File: src/rtl/kp_pkg.sv
// Shared definitions for the front-panel keypad scanner: geometry, key codes,
// debounce state encoding and the (row, col) -> key code map.
package kp_pkg;

  localparam int KP_ROWS = 4;
  localparam int KP_COLS = 3;

  localparam logic [3:0] KEY_STAR = 4'd10;
  localparam logic [3:0] KEY_HASH = 4'd11;
  localparam logic [3:0] KEY_NONE = 4'd15;

  typedef enum logic [1:0] {
    RELEASED,
    PRESSING,
    PRESSED,
    RELEASING
  } kp_state_e;

  // Rows 0..2 hold digits 1..9 left to right; the bottom row is '*', 0, '#'.
  function automatic logic [3:0] key_code(input logic [1:0] row, input logic [1:0] col);
    logic [3:0] code;
    if (row != 2'd3) begin
      code = ({2'b00, row} * 4'd3) + {2'b00, col} + 4'd1;
    end else begin
      case (col)
        2'd0:    code = KEY_STAR;
        2'd1:    code = 4'd0;
        2'd2:    code = KEY_HASH;
        default: code = KEY_NONE;
      endcase
    end
    return code;
  endfunction

endpackage

File: src/rtl/key_debounce.sv
// Frame-rate debounce of the scan candidate: a key must be seen alone for
// DEBOUNCE_SCANS frames to be accepted, and absent as long to be released.
//
// state     | meaning
// ----------+---------------------------------------------------------
// RELEASED  | no key held; waiting for a lone candidate
// PRESSING  | counting consecutive frames of the latched candidate
// PRESSED   | held_code accepted and reported
// RELEASING | counting consecutive frames without the held key
module key_debounce
  import kp_pkg::*;
#(
  parameter int DEBOUNCE_SCANS = 3
) (
  input  logic       clk,
  input  logic       resetn,
  input  logic       frame_end,
  input  logic [3:0] cand_code,
  output logic [3:0] held_code,
  output logic       strobe
);

  localparam logic [3:0] DB_MAX = 4'(DEBOUNCE_SCANS);

  kp_state_e  state;
  logic [3:0] cand_q;
  logic [3:0] cnt;

  always_ff @(posedge clk or negedge resetn) begin
    if (!resetn) begin
      state     <= RELEASED;
      cand_q    <= KEY_NONE;
      cnt       <= '0;
      held_code <= KEY_NONE;
      strobe    <= 1'b0;
    end else begin
      strobe <= 1'b0;
      if (frame_end) begin
        case (state)
          RELEASED: begin
            if (cand_code != KEY_NONE) begin
              cand_q <= cand_code;
              if (DB_MAX == 4'd1) begin
                state     <= PRESSED;
                held_code <= cand_code;
                strobe    <= 1'b1;
                cnt       <= '0;
              end else begin
                state <= PRESSING;
                cnt   <= 4'd1;
              end
            end
          end
          PRESSING: begin
            // A different key drops back to RELEASED rather than restarting.
            if (cand_code == cand_q) begin
              if (cnt + 4'd1 == DB_MAX) begin
                state     <= PRESSED;
                held_code <= cand_q;
                strobe    <= 1'b1;
                cnt       <= '0;
              end else begin
                cnt <= cnt + 4'd1;
              end
            end else begin
              state <= RELEASED;
              cnt   <= '0;
            end
          end
          PRESSED: begin
            if (cand_code != held_code) begin
              if (DB_MAX == 4'd1) begin
                state     <= RELEASED;
                held_code <= KEY_NONE;
                cnt       <= '0;
              end else begin
                state <= RELEASING;
                cnt   <= 4'd1;
              end
            end
          end
          RELEASING: begin
            if (cand_code != held_code) begin
              if (cnt + 4'd1 == DB_MAX) begin
                state     <= RELEASED;
                held_code <= KEY_NONE;
                cnt       <= '0;
              end else begin
                cnt <= cnt + 4'd1;
              end
            end else begin
              state <= PRESSED;
              cnt   <= '0;
            end
          end
          default: begin
            state     <= RELEASED;
            held_code <= KEY_NONE;
            cnt       <= '0;
          end
        endcase
      end
    end
  end

endmodule

File: src/rtl/keypad_scanner.sv
// 4x3 membrane keypad scanner: row drive, column synchronizer, per-frame
// single-key candidate and registered one-hot key outputs.
module keypad_scanner
  import kp_pkg::*;
#(
  parameter int SCAN_DIV       = 4,
  parameter int DEBOUNCE_SCANS = 3
) (
  input  logic               clk,
  input  logic               resetn,
  input  logic [KP_COLS-1:0] cols_n,
  output logic [KP_ROWS-1:0] rows_n,
  output logic [9:0]         keypad,
  output logic               key_star,
  output logic               key_hash,
  output logic               key_strobe
);

  localparam int DW = (SCAN_DIV > 2) ? $clog2(SCAN_DIV) : 1;
  localparam logic [DW-1:0] DWELL_LAST = DW'(SCAN_DIV - 1);

  logic [KP_COLS-1:0] sync1, sync2;
  logic [DW-1:0]      dwell;
  logic [1:0]         row;
  logic [1:0]         frame_hits;
  logic [3:0]         frame_code;
  logic               sample;
  logic               frame_end;
  logic [1:0]         row_hits;
  logic [3:0]         row_code;
  logic [3:0]         hit_code;
  logic [2:0]         total_hits;
  logic [3:0]         cand_code;
  logic [3:0]         held_code;
  logic               db_strobe;

  assign sample    = (dwell == DWELL_LAST);
  assign frame_end = sample && (row == 2'd3);

  always_comb begin
    row_hits = '0;
    row_code = KEY_NONE;
    for (int c = 0; c < KP_COLS; c++) begin
      if (!sync2[c]) begin
        row_hits = row_hits + 2'd1;
        row_code = key_code(row, 2'(c));
      end
    end
  end

  // With exactly one hit in the frame, whichever side saw it owns the code.
  assign total_hits = {1'b0, frame_hits} + {1'b0, row_hits};
  assign hit_code   = (row_hits != 2'd0) ? row_code : frame_code;
  assign cand_code  = (total_hits == 3'd1) ? hit_code : KEY_NONE;

  always_ff @(posedge clk or negedge resetn) begin
    if (!resetn) begin
      sync1      <= '1;
      sync2      <= '1;
      dwell      <= '0;
      row        <= '0;
      rows_n     <= 4'b1110;
      frame_hits <= '0;
      frame_code <= KEY_NONE;
    end else begin
      sync1 <= cols_n;
      sync2 <= sync1;
      if (sample) begin
        dwell  <= '0;
        row    <= row + 2'd1;
        rows_n <= ~(KP_ROWS'(1) << (row + 2'd1));
        if (frame_end) begin
          frame_hits <= '0;
          frame_code <= KEY_NONE;
        end else begin
          // Two hits already means "multi-key" for the rest of the frame.
          frame_hits <= (total_hits > 3'd1) ? 2'd2 : total_hits[1:0];
          frame_code <= hit_code;
        end
      end else begin
        dwell <= dwell + DW'(1);
      end
    end
  end

  key_debounce #(
    .DEBOUNCE_SCANS(DEBOUNCE_SCANS)
  ) u_debounce (
    .clk       (clk),
    .resetn    (resetn),
    .frame_end (frame_end),
    .cand_code (cand_code),
    .held_code (held_code),
    .strobe    (db_strobe)
  );

  always_ff @(posedge clk or negedge resetn) begin
    if (!resetn) begin
      keypad     <= '0;
      key_star   <= 1'b0;
      key_hash   <= 1'b0;
      key_strobe <= 1'b0;
    end else begin
      keypad     <= (held_code < 4'd10) ? (10'd1 << held_code) : '0;
      key_star   <= (held_code == KEY_STAR);
      key_hash   <= (held_code == KEY_HASH);
      key_strobe <= db_strobe;
    end
  end

endmodule

File: config.mk
export PLATFORM = sky130hd
export DESIGN_NAME = keypad_scanner
export DESIGN_NICKNAME = d
export VERILOG_FILES = /design/src/rtl/kp_pkg.sv /design/src/rtl/key_debounce.sv /design/src/rtl/keypad_scanner.sv
export SDC_FILE = /design/constraint.sdc
export NUM_CORES = 1
export LEC_CHECK = 0
export ABC_AREA = 1
export BUFFER_PORTS_ARGS = -buffer_cell sky130_fd_sc_hd__buf_4
export CAP_MARGIN = 20
export CORE_MARGIN = 2
export CORE_UTILIZATION = 59
export CTS_CLUSTER_SIZE = 25
export DETAILED_ROUTE_END_ITERATION = 12
export PLACE_DENSITY = 0.79
export SLEW_MARGIN = 20
export SYNTH_ARGS = -nofsm -noshare
export SYNTH_HDL_FRONTEND = slang
export SYNTH_SLANG_ARGS = --single-unit
File: constraint.sdc
create_clock -name clk -period 3.6 [get_ports clk]
set_input_delay 0.72 -clock clk [delete_from_list [all_inputs] [get_ports clk]]
set_output_delay 0.72 -clock clk [all_outputs]
set_load 0.005 [all_outputs]
==> results.cfg <==
[run_status]
run_status = completed

[critical_path]
critical_path.cell_chain = inv_1 -> ha_1 -> inv_1 -> nand2_1 -> nand2_2 -> inv_1 -> ha_1 -> fa_1 -> nor2_1 -> nand2_1 -> clkinvlp_4 -> nand3_2 -> nand2_1 -> nand2_1 -> nor2_2 -> nand3_1 -> nand2_2 -> inv_2 -> o21ai_1 -> inv_1
worstRegToRegCells = 20
slowest_delay_ns = 0.57
r2r-end = u_debounce.cnt[0]
crit_path_max_fanout = 12
cp_data_arrival_time_ns = 3.50
cp.required_ns = 3.80
cp_slowest_cell = sky130_fd_sc_hd__dfstp_2
flop_to_flop_setup_slack_ns = 0.30
r2r_path_start = sync2[0]
startpoint_type = flop
worstSetupPathType = flop to flop
cp-end-kind = flop

[layout]
final_std_cell_area_no_fill_um2 = 2850
filler_cell_count = 304
final_core_util = 0.702
share_of_layout_cells_above_drive_strength_1 = 0.251
synthToLayoutAreaGrowth_pct = 12.1
nets_final = 338
insertedDiodeCount = 0
seq_area_um2 = 1230
multiInputGateArea_um2 = 1180

[routing]
drt-vias-per-instance = 5.20
remaining_drc_errors = 0
drt_wl_total_um = 4620
drt_first_pass_iters = 5
detail_route.iter0.violations = 134
post_drt_wl_per_cell_um = 12.5
vias = 1918
final_antenna_net_count = 0

[clock_tree]
cts_buffer_depth = 2
cts_buffers = 5
postCtsHoldBufs = 0
cts.htree.levels = 2
cts.sinks = 48
clkLatencyLatePin_ns = 0.30
cts_tree = built
cts_setup_buffers = 0
path_clk_slew_ns = 0.08
cts-root-buf = sky130_fd_sc_hd__clkbuf_8
post_cts.resized_instances = 0

[power]
seqPwrFrac = 0.495
switching_power_w = 0.000483
power.internal_w = 0.000929
power.combinational.fraction = 0.277
vdd_ir_drop_max_uv = 330
cellLeakagePower_nw = 1.44
clock_network_fraction_of_design_power = 0.229
switching_part_of_the_total_power = 0.342
power_density_of_the_placed_cells_nw_per_um2 = 496

[job]
timing.max_cap.violations = 0

[worst_hold_path]
hold-path-endpoint = key_strobe
min_delay_path_depth = 0
timing.hold.worst.class = flop to flop
startpoint_of_the_lowest_slack_hold_path = u_debounce.strobe

[sta]
clock-skew-final_ns = 0.00541
fmax_ghz = 0.303
final_hold_viol_count = 0
max_slew.worst_pin.slew_ns = 0.569
final_max_slew_viol_count = 0
worst_slack_ns = 0.300
timing.final.setup_violations = 0
layout_min_cycle_time_ns = 3.30
relSlewSlack = 0.621
timing.final.crit_share = 0.917

[synth]
synth.net_count = 312
mean_cell_area_of_the_mapped_netlist_um2 = 8.69
yosys_register_bits = 48
async_reset_ff_frac = 1.00
ys_dominant_reg_cell = sky130_fd_sc_hd__dfrtp_1
ys_seq_area_frac = 0.483
yosys_warnings = 0
synthesis.instances = 292
synth_cell_types = 30
edff_count_synth = 0
mappedNetlistArea_um2 = 2540

[floorplanning]
effective_utilization_at_floorplan = 0.626
chipHeight_um = 69.6
die-width_um = 69.6
dieArea_um2 = 4840
floorplan.core_area_um2 = 4060
io_pins = 22
rows = 23

[placed_design]
hpwl_um = 3460
replace_congestion = 0.911
pre_cts_slack_ns = 0.190
detailed_place.area_um2 = 2750
placement.io_buffers = 21

[global_routing]
grt_pass1_vias = 1879
grt_start_max_net_pins = 49
global_route.usage.total = 0.217
grt_pass1_wl_um = 8380
antenna_found_initial = 0
overflow = 0
worst max path at each step:
stage / start / end / slack (ns) / cells past startpoint
2_1_floorplan: sync2[1] / u_debounce.cnt[0] / 0.52 / 21
3_3_place_gp: sync2[0] / u_debounce.cnt[0] / 0.28 / 20
3_5_place_dp: sync2[0] / u_debounce.cnt[0] / 0.19 / 20
4_1_cts: sync2[0] / u_debounce.cnt[0] / 0.19 / 20
5_1_grt: sync2[0] / u_debounce.state[1] / -0.003 / 22
6_report: sync2[0] / u_debounce.cnt[0] / 0.30 / 20
worst max-delay path, delay by kind of cell, from the launching register on:
family | cells | cell delay, ns
compound gates | 1 | 0.12
fa+ha+maj | 3 | 0.92
buf+inv | 6 | 0.53
flops | 1 | 0.57
simple gates | 10 | 1.08
registers in the layout (all words and copies together), names as in the netlist:
register	flops
frame_code	4
u_debounce.cnt	4
u_debounce.strobe	1
key_star	1
u_debounce.cand_q	4
sync1	3
frame_hits	2
keypad	10
row	2
key_hash	1
u_debounce.held_code	4
sync2	3
dwell	2
key_strobe	1
rows_n	4
u_debounce.state	2
cell type report:
class,instances,share of cell area
repair buffers,21,0.0554
clock inverters,2,0.00352
multi-input cells,210,0.415
inverters,32,0.0435
clock buffers,6,0.0290
flip-flops and latches,48,0.431
well taps,50,0.0220
cells in the final DEF, fill, tap and decap left out, types with 5 or more instances in the layout:
master	n
sky130_fd_sc_hd__nand2_2	7
sky130_fd_sc_hd__inv_1	28
sky130_fd_sc_hd__nand2_4	5
sky130_fd_sc_hd__ha_1	14
sky130_fd_sc_hd__nand4_1	14
sky130_fd_sc_hd__o21ai_0	9
sky130_fd_sc_hd__dfrtp_1	27
sky130_fd_sc_hd__dfstp_2	21
sky130_fd_sc_hd__buf_4	21
sky130_fd_sc_hd__nand3_2	7
sky130_fd_sc_hd__nor2_1	35
sky130_fd_sc_hd__clkbuf_8	6
sky130_fd_sc_hd__a21oi_1	5
sky130_fd_sc_hd__nand3_1	12
sky130_fd_sc_hd__nand2_1	80
per-layer routing:
| layer | wire [µm] | track usage | vias to the layer above |
|---|---|---|---|
| met5 | 0 | 0 | - |
| met4 | 70 | 0.0871 | 0 |
| met3 | 210 | 0.0509 | 6 |
| met2 | 2120 | 0.341 | 50 |
| met1 | 2220 | 0.290 | 877 |
| li1 | - | - | 985 |
power by group through the flow:
stage / clock [W] / combinational (W) / sequential [W]
after floorplan: 0 / 0.000287 / 0.000693
after global placement: 0 / 0.000382 / 0.000706
after detailed placement: 0 / 0.000391 / 0.000706
after CTS: 0.000335 / 0.000391 / 0.000698
after global routing: 0.000363 / 0.000445 / 0.000710
final: 0.000323 / 0.000390 / 0.000698
through the flow:
| step | total power [W] | setup TNS, ns | hold slack (ns) | std cells |
|---|---|---|---|---|
| after global routing | 0.00152 | -0.00318 | 0.362 | 369 |
| after global placement | 0.00109 | 0 | 0.333 | 361 |
| after detailed placement | 0.00110 | 0 | 0.340 | 361 |
| after floorplan | 0.000980 | 0 | 0.331 | 292 |
| after CTS | 0.00142 | 0 | 0.360 | 369 |
| final | 0.00141 | 0 | 0.357 | 369 |
synth_stat cells, types with 4 or more instances:
library cell               n  area, µm²
sky130_fd_sc_hd__a21oi_1   5       25.0
sky130_fd_sc_hd__nand3_2   7       70.1
sky130_fd_sc_hd__nand2_1  80        300
sky130_fd_sc_hd__ha_1     14        175
sky130_fd_sc_hd__nor2_1   35        131
sky130_fd_sc_hd__nand2_2   7       43.8
sky130_fd_sc_hd__dfstp_2  21        552
sky130_fd_sc_hd__o21ai_0   9       45.0
sky130_fd_sc_hd__o22ai_1   4       25.0
sky130_fd_sc_hd__nand2_4   5       56.3
sky130_fd_sc_hd__nand3_1  12       60.1
sky130_fd_sc_hd__dfrtp_1  27        676
sky130_fd_sc_hd__inv_1    29        109
sky130_fd_sc_hd__nand4_1  14       87.6
cell families after synthesis:
family | after synthesis | synth area share
AO/OA/AOI/OAI | 22 | 0.0508
XOR/XNOR | 3 | 0.0104
adder cells (fa/ha/maj) | 15 | 0.0769
buffers and inverters | 34 | 0.0508
flip-flops | 48 | 0.483
AND/OR/NAND/NOR | 170 | 0.328
(Power assumes the default switching activity.)
